File: config.mk
export PLATFORM = sky130hd
export DESIGN_NAME = crc_128_dec
export DESIGN_NICKNAME = d
export VERILOG_FILES = /design/src/rtl/crc_128_pkg.sv /design/src/rtl/crc_6_step.sv /design/src/rtl/crc_128_dec.sv
export SDC_FILE = /design/constraint.sdc
export NUM_CORES = 1
export LEC_CHECK = 0
export ABC_AREA = 1
export CORE_MARGIN = 1.5
export CORE_UTILIZATION = 50
export DETAILED_ROUTE_END_ITERATION = 10
export HOLD_SLACK_MARGIN = 0.06
export PLACE_DENSITY_LB_ADDON = 0.08
export SYNTH_ARGS = -nofsm -noshare
export SYNTH_HDL_FRONTEND = slang
export SYNTH_SLANG_ARGS = --single-unit
File: constraint.sdc
create_clock -name clk -period 25.1 [get_ports clk]
set_clock_uncertainty 0.1 [all_clocks]
set_input_delay 7.53 -clock clk [delete_from_list [all_inputs] [get_ports clk]]
set_output_delay 7.53 -clock clk [all_outputs]
set_load 0.05 [all_outputs]
File: src/rtl/crc_128_pkg.sv
// Constants and FSM state type shared by the CRC-6 codeword encoder and decoder.
// Generator x^6+x+1 (CRC-6-ITU), MSB-first, init 0, no reflection, no final XOR.
package crc_128_pkg;
    localparam int DATA_W = 128;
    localparam int CRC_W  = 6;
    localparam int CODE_W = DATA_W + CRC_W;
    localparam logic [CRC_W-1:0] POLY = 6'h03;

    typedef enum logic [1:0] {
        IDLE,
        SHIFT,
        DONE
    } state_t;
endpackage

File: src/rtl/crc_6_step.sv
// Combinational STEP-bit CRC-6 long-division step, MSB-first; zero latency, no handshake.
// din[STEP-1] is the earliest bit of the stream and enters the remainder first.
module crc_6_step
    import crc_128_pkg::*;
#(
    parameter int STEP = 2
) (
    input  logic [CRC_W-1:0] rem,
    input  logic [STEP-1:0]  din,
    output logic [CRC_W-1:0] rem_next
);

    logic [CRC_W-1:0] r;

    // Each bit: r = (r * x + b) mod POLY, with the x^6 term implicit.
    always_comb begin
        r = rem;
        for (int i = STEP - 1; i >= 0; i--) begin
            r = {r[CRC_W-2:0], din[i]} ^ (r[CRC_W-1] ? POLY : '0);
        end
        rem_next = r;
    end

endmodule

File: src/rtl/crc_128_dec.sv
// CRC-6 checker for 134-bit codewords; result valid CODE_W/STEP+2 edges after accept.
// Single-entry: o_ready is high only in IDLE, enable is ignored while busy.
module crc_128_dec
    import crc_128_pkg::*;
#(
    parameter int STEP = 2
) (
    input  logic                clk,
    input  logic                reset,
    input  logic                enable,
    input  logic [0:CODE_W-1]   i_code,
    output logic                o_ready,
    output logic [0:DATA_W-1]   o_data,
    output logic [CRC_W-1:0]    o_syndrome,
    output logic                o_crc_ok,
    output logic                o_valid
);

    localparam int CNT_W = $clog2(CODE_W + 1);
    localparam logic [CNT_W-1:0] CNT_END = CNT_W'(CODE_W);
    localparam logic [CNT_W-1:0] CNT_INC = CNT_W'(STEP);

    generate
        if (!(STEP == 1 || STEP == 2 || STEP == 67)) begin : g_bad_step
            $error("crc_128_dec: STEP must be 1, 2 or 67");
        end
    endgenerate

    state_t              state;
    logic [CODE_W-1:0]   sreg;
    logic [0:DATA_W-1]   data_q;
    logic [CRC_W-1:0]    rem;
    logic [CRC_W-1:0]    rem_next;
    logic [CNT_W-1:0]    cnt;

    // sreg[CODE_W-1] holds i_code[0], so the leading bits sit at the top.
    crc_6_step #(.STEP(STEP)) u_step (
        .rem      (rem),
        .din      (sreg[CODE_W-1 -: STEP]),
        .rem_next (rem_next)
    );

    assign o_ready = (state == IDLE);

    always_ff @(posedge clk or posedge reset) begin
        if (reset) begin
            state      <= IDLE;
            sreg       <= '0;
            data_q     <= '0;
            rem        <= '0;
            cnt        <= '0;
            o_data     <= '0;
            o_syndrome <= '0;
            o_crc_ok   <= 1'b0;
            o_valid    <= 1'b0;
        end else begin
            o_valid <= 1'b0;
            case (state)
                IDLE: begin
                    if (enable) begin
                        sreg   <= i_code;
                        data_q <= i_code[0:DATA_W-1];
                        rem    <= '0;
                        cnt    <= '0;
                        state  <= SHIFT;
                    end
                end
                SHIFT: begin
                    rem  <= rem_next;
                    sreg <= sreg << STEP;
                    cnt  <= cnt + CNT_INC;
                    if (cnt + CNT_INC == CNT_END) begin
                        state <= DONE;
                    end
                end
                DONE: begin
                    o_data     <= data_q;
                    o_syndrome <= rem;
                    o_crc_ok   <= (rem == '0);
                    o_valid    <= 1'b1;
                    state      <= IDLE;
                end
                default: state <= IDLE;
            endcase
        end
    end

endmodule
# Yosys cells after proc, flatten, opt, wreduce, memory -nomap -nowiden
# Cells that the tools add are included.
# totals
register_bits,414
inputBits,137
output_inout_bits,137
wordCells,35
# op_classes
n_addsub,1
eq_ne,5
n_mux,12
bitwise,2
n_reduce_logical,6
# ops
operator,n
$pmux 134 s2,1
$mux 134,1
$pmux 8 s2,1
$pmux 6 s2,1
$xor 6x6->6,2
$add 8x2->8 const B,1
$eq 8x8->1 const B,1
$mux 2,4
$mux 8,1
$logic_not 6->1,1
$mux 6,1
$reduce_and 2->1,3
$ne 2x2->1 const B,2
$pmux 2 s2,1
$eq 2x1->1 const B,1
$eq 2x2->1 const B,1
$logic_not 2->1,1
$reduce_bool 2->1,1
$mux 1,1

# Logic depth before layout (Yosys ltp)
# logic_depth
depth_word,5
depth_mapped,10

# Modules after synthesis
# Synthesis repeated with hierarchy kept, for this count alone.
# unflattened
cells_unflattened,1651
hier_area_um2,15715.1
# by_module_without_submodules
mod,instances,cells_per_inst,area_each_um2
crc_128_dec,1,1637,15637.5
crc_6_step,1,14,77.6

# Worst setup path before layout
# No wires, ideal clock.
# synth_timing
path_kind,register -> output
start,register state[0]
end,output o_ready
t_arrival_ns,0.877
t_required_ns,17.470
path_slack_ns,16.593
path_stages_with_launch,2
path_buffers,0
path_cell_list,dfrtp_1 nor2_2
# synth_between
elab_chain_cells,1
# synth_lines
item,line_no,source
from (decl),crc_128_dec.sv:29,state_t state;
from (signal assigned),crc_128_dec.sv:47,state <= IDLE;
from (signal assigned),crc_128_dec.sv:65,state <= SHIFT;
from (signal assigned),crc_128_dec.sv:73,state <= DONE;
$logic_not 2->1,crc_128_dec.sv:43,assign o_ready = (state == IDLE);
to (decl),crc_128_dec.sv:12,"output logic o_ready,"
# No other way between the ends.

# Final worst setup path
# layout_timing
start,input enable
end,register sreg[48]
# layout_between
elab_chain_cells,2
# layout_lines
item,line_no,source
from (decl),crc_128_dec.sv:10,"input logic enable,"
$ne 2x2->1 (no source line),--,
$reduce_and 2->1 (no source line),--,
to (signal assigned),crc_128_dec.sv:61,sreg <= i_code;
to (signal assigned),crc_128_dec.sv:70,sreg <= sreg << STEP;
to (decl),crc_128_dec.sv:30,logic [CODE_W-1:0] sreg;
# No other way between the ends.
# A chain may end at the register's enable or synchronous reset.

==> results.sh <==
export IMPL_placeableCoreArea_mm2=0.03067
export IMPL_gr_total_overflow=0
export IMPL_drc=0
export IMPL_synth_top_cells_by_area="dfrtp_1 66%, nand2_1 13%, o21ai_0 7.3%, nand3_1 4.4%, inv_1 3.5%"
export IMPL_synth_seq_cells=413
export IMPL_rrSetupSlack_ns=22.05
export IMPL_fp_row_count=64
export IMPL_max_freq_ghz=0.1007
export IMPL_nets=2015
export IMPL_ioPinCount=274
export IMPL_vias_per_cell=5.044
export IMPL_p_switching_mw=0.2605
export IMPL_rsz0062_at_grt="no"
export IMPL_p_int_mw=1.032
export IMPL_stdcell_count=2301
export IMPL_r2r_start="state[0]$_DFFE_PP0P_"
export IMPL_hold_viol=0
export IMPL_maxSlewViolCount=0
export IMPL_ff2ff_path_depth=6
export IMPL_antennaDiodeCount=0
export IMPL_holdPathStages=2
export IMPL_grt_use_total_pct=21.81
export IMPL_power_mw=1.293
export IMPL_worstPathRequired_ns=25.46
export IMPL_ctsResizeCount=0
export IMPL_ys_seq_area_share_pct=66.13
export IMPL_ir_drop_v=0.00004776
export IMPL_drive_gt1_share_pct=3.832
export IMPL_hold_class="reg -> reg"
export IMPL_syn_avg_cell_area_um2=9.535
export IMPL_dp_cells=2229
export IMPL_end_kind="flop"
export IMPL_synth_area_mm2=0.01563
export IMPL_reg2reg_to="sreg[48]$_DFFE_PP0P_"
export IMPL_cts_path_max_buffers=3
export IMPL_grt_pass1_vias=11510
export IMPL_synthesis_nets=1777
export IMPL_area_delta_synth_final_pct=26.74
export IMPL_final_common_cell="nand2_1"
export IMPL_critical_path_class="in -> reg"
export IMPL_grt_max_degree=168
export IMPL_cts_setup_buffers=0
export IMPL_postPlaceCellArea_mm2=0.01851
export IMPL_cp_arrival_ns=10.29
export IMPL_portBuffers=273
export IMPL_routed_wl_mm=34.40
export IMPL_min_to="sreg[64]$_DFFE_PP0P_"
export IMPL_drt_iter0_drc=852
export IMPL_post_route_cell_area_mm2=0.01981
export IMPL_cts_clk_slew_worst_paths_ns=0.06
export IMPL_grt_first_pass_wirelength_mm=58.65
export IMPL_setup_tns_final_ns=0
export IMPL_fin_crit_ns=9.928
export IMPL_die_x_um=179.8
export IMPL_dieArea_mm2=0.03232
export IMPL_p_comb_share_pct=2.8
export IMPL_synth_top_area_share_pct=66.13
export IMPL_holdWs_ns=0.3778
export IMPL_route_vias_total=11610
export IMPL_antenna_found_initial=1
export IMPL_drv_cap=0
export IMPL_crit_fanout=167
export IMPL_clk_latency_ns=0.52
export IMPL_finalWeightedCongestion=0.7604
export IMPL_relSlewSlack_pct=25.26
export IMPL_synth_area_leader_cell="dfrtp_1"
export IMPL_initial_core_util_pct=50.95
export IMPL_setup_viol=0
export IMPL_htree_num_levels=2
export IMPL_final_cell_mix="555 x nand2_1, 413 x dfrtp_1, 273 x clkdlybuf4s50_1"
export IMPL_cts_hold_buffers_added=0
export IMPL_die_h_um=179.8
export IMPL_min_from="sreg[64]$_DFFE_PP0P_"
export IMPL_min_period_over_period_pct=39.55
export IMPL_syn_inst=1639
export IMPL_max_slew_worst_pin_slew_ns=1.121
export IMPL_status="finished clean"
export IMPL_pwr_share_seq_pct=51.5
export IMPL_clock_sinks=413
export IMPL_yosysUniqueCellTypes=23
export IMPL_setup_worst_path_start_class="input pin"
export IMPL_numCtsBuffers=42
export IMPL_cts_root_buffer="clkbuf_16"
export IMPL_p_leak_nw=9.648
export IMPL_wl_per_cell_um=14.95
export IMPL_dp_hpwl_mm=21.52
export IMPL_yosysWarnings=0
export IMPL_p_sw_share_pct=20.14
export IMPL_dr_pass1_iters=5
export IMPL_cellPowerDensity_mw_per_mm2=65.28
export IMPL_cts_tree="done"
export IMPL_postRouteAntennaNets=0
export IMPL_p_clk_share_pct=45.7
[per-layer routing]
layer	up-vias	track usage (%)	wire, um
met1	5614	31.28	15780
met3	61	4.072	1841
met4	0	5.500	734
met5	-	0	0
met2	275	34.52	16050
li1	5657	-	-
[worst max path at each step]
stage                start                     end  slack (ns)  depth (start not counted)
detailed placement  enable    sreg[48]$_DFFE_PP0P_       14.69                          6
CTS                 enable    sreg[48]$_DFFE_PP0P_       15.24                          6
global route        enable    sreg[69]$_DFFE_PP0P_       14.97                          6
finish              enable    sreg[48]$_DFFE_PP0P_       15.17                          6
global placement    enable  data_q[73]$_DFFE_PP0P_       14.82                          6
floorplan            reset      cnt[1]$_DFFE_PP0P_        5.98                          1
[metrics by stage]
step / util [%] / setup WS [ns]
after detailed placement: 60.34 / 14.69
after global routing: 64.58 / 14.97
after CTS: 64.58 / 15.24
after global placement: 60.34 / 14.82
final: 64.58 / 15.17
after floorplan: - / 5.977
[cell families (layout without fill, tap and decap cells)]
kind of cell / after synthesis / after routing / share of synthesized area [%]
XOR/XNOR: 4 / 4 / 0.2242
AO/OA/AOI/OAI: 278 / 278 / 9.039
flip-flops: 413 / 413 / 66.13
adder cells (fa/ha/maj): 1 / 1 / 0.08005
buffers and inverters: 236 / 502 / 6.349
AND/OR/NAND/NOR: 707 / 707 / 18.17
[cells in the mapped netlist (all sizes together)]
cell	n
nand2	558
nor2	11
clkbuf	34
nand3	136
buf	53
o21bai	1
nor3	1
a22o	3
dfrtp	413
o21ai	268
o22ai	6
xnor2	2
inv	149
ha	1
xor2	2
nand4	1
[power by group through the flow]
stage               registers (mW)  logic, mW  clock network, mW
floorplan                    0.678    0.00961                  0
finish                       0.666     0.0361              0.591
global route                 0.665     0.0399              0.631
global placement             0.678     0.0377                  0
detailed placement           0.678     0.0372                  0
CTS                          0.666     0.0374              0.603
[final cells by class]
class,instances,area [um2]
multi-input cells,990,4300
flip-flops and latches,413,10330
clock buffers,69,1286
clock inverters,3,15.01
inverters,149,581.8
fillers,2568,10860
well taps,396,495.5
repair buffers,281,2793
[flip-flops by register name, indices dropped and copies added (netlist names)]
| register | count |
|---|---|
| rem | 6 |
| o_data | 128 |
| o_crc_ok | 1 |
| data_q | 128 |
| cnt | 7 |
| sreg | 134 |
| o_valid | 1 |
| state | 2 |
| o_syndrome | 6 |
[critical path, cell delays in order]
cell	delay [ns]
clkdlybuf4s50_1	0.51
nand2_2	0.11
inv_6	0.64
buf_4	0.85
nand2_1	0.21
nand3_1	0.15
No activity file was read; power rests on OpenSTA's default activity.
